===== config.mk =====
export PLATFORM = sky130hd
export DESIGN_NAME = gate_driver_if
export DESIGN_NICKNAME = d
export VERILOG_FILES = /design/src/rtl/gate_driver_if.sv
export SDC_FILE = /design/constraint.sdc
export NUM_CORES = 1
export LEC_CHECK = 0
export CAP_MARGIN = 10
export CORE_MARGIN = 3
export CORE_UTILIZATION = 53
export CTS_BUF_LIST = sky130_fd_sc_hd__clkbuf_8
export DETAILED_ROUTE_END_ITERATION = 7
export GPL_TIMING_DRIVEN = 0
export PLACE_DENSITY = 0.79
export SKIP_LAST_GASP = 1
export SYNTH_ARGS = -nofsm -noshare
export SYNTH_HDL_FRONTEND = slang
export SYNTH_SLANG_ARGS = --single-unit

===== constraint.sdc =====
create_clock -name clk -period 2.41 [get_ports clk]
set_input_delay 0.482 -clock clk [delete_from_list [all_inputs] [get_ports clk]]
set_output_delay 0.482 -clock clk [all_outputs]
set_load 0.05 [all_outputs]

===== src/rtl/gate_driver_if.sv =====
// gate_driver_if
// Row-side consumer of the panel scan interface. Each accepted row strobe
// becomes a gate-driver sequence on the panel pins: optional STV start
// pulse (row 0 only), a CPV shift-clock pulse, an OE window and a quiet
// guard gap. Row completions, out-of-order rows and strobes that arrive
// while a row is still being driven are reported to the control plane.
//
// Ports:
//   clk          system clock
//   rst_n        asynchronous active-low reset
//   scan_active  scan frame in progress; strobes are ignored while low
//   scan_mode    1 = dummy scan (OE window doubled), 0 = normal readout
//   row_addr     row number, valid in the strobe cycle
//   reset_pulse  one-cycle row strobe
//   gd_stv       gate start pulse
//   gd_cpv       gate shift clock
//   gd_oe        gate output enable
//   busy         row sequence in progress
//   row_ack      one-cycle pulse in the last guard cycle of a finished row
//   rows_driven  completed rows in the current frame, saturating at 4095
//   seq_err      sticky: a row address arrived out of order
//   overrun      sticky: a strobe arrived while busy
module gate_driver_if #(
  parameter int T_STV   = 4,
  parameter int T_CPV   = 8,
  parameter int T_OE    = 16,
  parameter int T_GUARD = 4
) (
  input  logic        clk,
  input  logic        rst_n,
  input  logic        scan_active,
  input  logic        scan_mode,
  input  logic [11:0] row_addr,
  input  logic        reset_pulse,
  output logic        gd_stv,
  output logic        gd_cpv,
  output logic        gd_oe,
  output logic        busy,
  output logic        row_ack,
  output logic [11:0] rows_driven,
  output logic        seq_err,
  output logic        overrun
);

  localparam logic [2:0] S_IDLE  = 3'd0;
  localparam logic [2:0] S_STV   = 3'd1;
  localparam logic [2:0] S_CPV   = 3'd2;
  localparam logic [2:0] S_OE    = 3'd3;
  localparam logic [2:0] S_GUARD = 3'd4;

  localparam int CNT_W = 16;
  localparam logic [CNT_W-1:0] CNT_ONE        = CNT_W'(1);
  localparam logic [CNT_W-1:0] STV_LOAD       = CNT_W'(T_STV - 1);
  localparam logic [CNT_W-1:0] CPV_LOAD       = CNT_W'(T_CPV - 1);
  localparam logic [CNT_W-1:0] OE_LOAD_NORMAL = CNT_W'(T_OE - 1);
  localparam logic [CNT_W-1:0] OE_LOAD_DUMMY  = CNT_W'(2 * T_OE - 1);
  localparam logic [CNT_W-1:0] GUARD_LOAD     = CNT_W'(T_GUARD - 1);
  localparam logic [11:0]      ROW_MAX        = 12'hFFF;

  logic [2:0]       state;
  logic [CNT_W-1:0] cnt;
  logic             mode_dummy;
  logic [11:0]      expected_row;
  logic             scan_active_q;

  logic             scan_rise;
  logic             cnt_done;
  logic             finish_row;
  logic [11:0]      check_row;

  // A frame start clears the sequencing reference in the same edge, so a
  // strobe coinciding with it is checked against row 0. row_ack fires on the
  // edge that enters the last guard cycle; with a one-cycle guard that is the
  // OE exit edge itself.
  always_comb begin
    scan_rise  = scan_active & ~scan_active_q;
    cnt_done   = (cnt == '0);
    check_row  = scan_rise ? 12'd0 : expected_row;
    finish_row = scan_active &&
                 (((state == S_GUARD) && (cnt == CNT_ONE)) ||
                  ((state == S_OE) && cnt_done && (T_GUARD == 1)));
  end

  always_ff @(posedge clk or negedge rst_n) begin
    if (!rst_n) begin
      state         <= S_IDLE;
      cnt           <= '0;
      mode_dummy    <= 1'b0;
      expected_row  <= 12'd0;
      scan_active_q <= 1'b0;
      gd_stv        <= 1'b0;
      gd_cpv        <= 1'b0;
      gd_oe         <= 1'b0;
      busy          <= 1'b0;
      row_ack       <= 1'b0;
      rows_driven   <= 12'd0;
      seq_err       <= 1'b0;
      overrun       <= 1'b0;
    end else begin
      scan_active_q <= scan_active;
      row_ack       <= finish_row;

      if (scan_rise) begin
        seq_err      <= 1'b0;
        overrun      <= 1'b0;
        rows_driven  <= 12'd0;
        expected_row <= 12'd0;
      end

      // The row in flight is never disturbed by a late strobe; it is only flagged.
      if (reset_pulse && busy) begin
        overrun <= 1'b1;
      end

      if (finish_row && (rows_driven != ROW_MAX)) begin
        rows_driven <= rows_driven + 12'd1;
      end

      if (!scan_active) begin
        // Frame ended: abandon any row without acknowledging it.
        state  <= S_IDLE;
        cnt    <= '0;
        gd_stv <= 1'b0;
        gd_cpv <= 1'b0;
        gd_oe  <= 1'b0;
        busy   <= 1'b0;
      end else begin
        case (state)
          S_IDLE: begin
            if (reset_pulse) begin
              mode_dummy   <= scan_mode;
              expected_row <= row_addr + 12'd1;
              if ((row_addr != check_row) && (row_addr != 12'd0)) begin
                seq_err <= 1'b1;
              end
              busy <= 1'b1;
              if (row_addr == 12'd0) begin
                state  <= S_STV;
                gd_stv <= 1'b1;
                cnt    <= STV_LOAD;
              end else begin
                state  <= S_CPV;
                gd_cpv <= 1'b1;
                cnt    <= CPV_LOAD;
              end
            end
          end
          S_STV: begin
            if (cnt_done) begin
              state  <= S_CPV;
              gd_stv <= 1'b0;
              gd_cpv <= 1'b1;
              cnt    <= CPV_LOAD;
            end else begin
              cnt <= cnt - CNT_ONE;
            end
          end
          S_CPV: begin
            if (cnt_done) begin
              state  <= S_OE;
              gd_cpv <= 1'b0;
              gd_oe  <= 1'b1;
              cnt    <= mode_dummy ? OE_LOAD_DUMMY : OE_LOAD_NORMAL;
            end else begin
              cnt <= cnt - CNT_ONE;
            end
          end
          S_OE: begin
            if (cnt_done) begin
              state <= S_GUARD;
              gd_oe <= 1'b0;
              cnt   <= GUARD_LOAD;
            end else begin
              cnt <= cnt - CNT_ONE;
            end
          end
          S_GUARD: begin
            if (cnt_done) begin
              state <= S_IDLE;
              busy  <= 1'b0;
            end else begin
              cnt <= cnt - CNT_ONE;
            end
          end
          default: begin
            state  <= S_IDLE;
            cnt    <= '0;
            gd_stv <= 1'b0;
            gd_cpv <= 1'b0;
            gd_oe  <= 1'b0;
            busy   <= 1'b0;
          end
        endcase
      end
    end
  end

endmodule


==> results.cfg <==
[timing]
fin_crit_ns = 2.38
max_slew_margin_pct = 61.1
maxSlewViolCount = 0
clock_skew_ns = 0.00866
hold_viol_final = 0
period_share_pct = 99.0
tightest_slew_ns = 0.582
setup_viol = 0
clock.fmax_ghz = 0.419
rsz0062_at_grt = true

[routing]
post-route-drc-count = 0
dr_wl_met3_um = 490
drtIter0Drc = 202
vias = 3159
antenna_left = 0
wl_met1_um = 3730
met2_length_um = 3880
firstDrtPassIters = 5
via_per_inst = 6.27
drt-total-wl_um = 8260
highest-signal-layer = met4
routedWlPerCell_um = 16.4

[floorplanning]
start_util_pct = 55.7
die_h_um = 85.6
die_area_mm2 = 0.00732
core-area_mm2 = 0.00603
row_count = 28
ios = 36
fp.dieW_um = 85.6

[synthesis]
yosys.area.top_type = dfrtp_1
syn_avg_cell_area_um2 = 8.67
synth_seq_area_share_pct = 38.8
async_flop_share_pct = 100
ys_seq_elements = 52
synthesis.area_mm2 = 0.00336
synth_flop_cell = dfrtp_1
synth.area.top_cells = dfrtp_1 39%, o21ai_0 5.4%, nand3_1 4.8%
synth_edf_count = 0
syn_nets = 410
synth_warnings = 0
synth_top_area_share_pct = 38.8
synthDistinctLibCells = 61
syn_inst = 387

[pwr]
p_leak_nw = 1.61
p_per_area_mw_per_mm2 = 639
total_power_mw = 2.52
ir_worst_vdd_mv = 0.442

[cells_and_area]
synthToLayoutAreaGrowth_pct = 17.3
final_util_pct = 65.3
multi_input_area_mm2 = 0.00195
fillers = 513
diodes = 0
stdcell_area_mm2 = 0.00394
drive_gt1_share_pct = 9.56
nets = 451
area.sequential_mm2 = 0.00130

[worst_setup_path]
worst_path_max_delay_cell = or4_4
crit_chain = or4_4, or4_4, a2111o_1, and2_4, a211o_1
cp_slowest_stage_delay_ns = 0.55
cp-end-kind = register
critPathBufInv = 0
critPathRequiredTime_ns = 2.62
cp_top_family = simple AND/OR/NAND/NOR gates
path_common_cell = or4_4
startpoint_type = register
cp_max_fo = 7
crit_arrival_ns = 2.60
critPathKind = reg -> reg

[cts]
numCtsBuffers = 5
cts_tree = yes
htreeDepth = 2
cts_hold_buf = 0
cts.sinks = 52
clk_latency_ns = 0.32
clockBufferDepth = 2
cts-root-buf = clkbuf_8
clkSlewWorstSetupHoldPaths_ns = 0.10

[global_routing]
overflow = 0
grt_pass1_vias = 3055
grt_usage_pct = 23.3
grt_antenna_before_repair = 0
grt_pass1_wl_um = 14000
grt_start_max_net_pins = 37

[place]
dpl.hpwl_um = 5840
io_buffers = 33
placed_cell_area_mm2 = 0.00380
place_congestion = 0.935

[min_path]
hold_path.class = in -> async

[status]
status = complete, no violations

[job]
max_cap_violations = 0
## state kept, by name, summed over array words and instances (netlist names)
signal and flops:
scan_active_q 1, row_ack 1, cnt 16, state 3, expected_row 12, busy 1, gd_oe 1, mode_dummy 1
gd_cpv 1, overrun 1, rows_driven 12, seq_err 1, gd_stv 1
## synthesized netlist by cell type, types with 3 or more instances
cell and n:
nor3_1 9, nand2_1 25, dfrtp_1 52, a31oi_1 7, nor3b_1 3, ha_1 6, o32ai_1 3, nand4_1 3
inv_1 8, buf_1 3, o31ai_1 5, nand4b_1 4, or2_2 5, a21oi_1 21, nor2_1 21, clkbuf_1 20
nor4_1 3, nor2b_1 5, nand3_1 32, and2_1 3, a21o_1 8, nand2b_1 13, xnor2_1 10, nor4bb_1 3
a41oi_1 3, o21ai_0 36, a21boi_0 3, or4_1 4, and3_1 5, or3_1 12, xor2_1 9
## through the flow
stage	hold slack (ns)	instances	worst slack (ns)	TNS (ns)
global route	0.102	504	-0.0761	-0.417
finish	0.0739	504	0.0251	0
global placement	0.484	495	-0.713	-45.37
detailed placement	0.441	496	-0.423	-9.67
CTS	0.0901	505	-0.0864	-0.244
floorplan	0.186	387	-0.128	-0.317
## cell usage in the layout, fill, tap and decap left out, types with 6 or more instances in the layout
cell type	instances
dfrtp_1	52
o21ai_0	35
xor2_1	9
a21o_1	8
a21oi_1	20
nand3_1	32
xnor2_1	10
buf_4	7
nor3_1	8
nor2_1	20
a31oi_1	7
nand2_1	24
clkbuf_1	15
or3_1	12
clkdlybuf4s50_1	32
ha_1	6
nand2b_1	13
inv_1	8
## final timing paths
kind                       cells after the start  slack (ns)     from             end
max reg2reg                                    5        0.03  cnt[11]  rows_driven[3]
max in group asynchronous                      2        1.81    rst_n        state[0]
min in group clk                               1        0.51  overrun         overrun
min                                            1        0.07    rst_n  rows_driven[4]
max                                            5        0.03  cnt[11]  rows_driven[3]
min reg2reg                                    1        0.51  overrun         overrun
## where the power goes
part / internal (mW) / switching, mW
clock: 0.204 / 0.314
combinational: 0.398 / 0.542
sequential: 0.967 / 0.0908
total: 1.57 / 0.947
## kinds of logic (layout without fill, tap and decap cells)
group / Yosys count / after routing / share of synthesized area [%]
AO/OA/AOI/OAI: 111 / 111 / 21.8
XOR/XNOR: 19 / 19 / 4.96
adder cells (fa/ha/maj): 6 / 6 / 2.24
buffers and inverters: 35 / 77 / 4.44
flip-flops: 52 / 52 / 38.8
multiplexers: 4 / 4 / 1.27
AND/OR/NAND/NOR: 160 / 160 / 26.5
## timing repair
item,CTS,global route
resized for setup,13,7
setup endpoints to repair,24,37
buffers inserted,4,1
pin swaps,7,1
## layout make-up
type,count,share of cell area (%)
timing repair buffer,39,9.73
buffer,22,2.38
clock buffer,5,1.75
sequential,52,33.1
tap,75,2.38
inverter,8,0.763
multi-input combinational,300,49.5
clock inverter,3,0.477
## metal layers
metal | up-vias | track usage [%]
met5 | - | 0
met4 | 0 | 8.63
met3 | 17 | 4.03
met2 | 120 | 38.6
met1 | 1513 | 30.6
li1 | 1509 | -
Note: power is estimated with default switching activity, not from simulation.
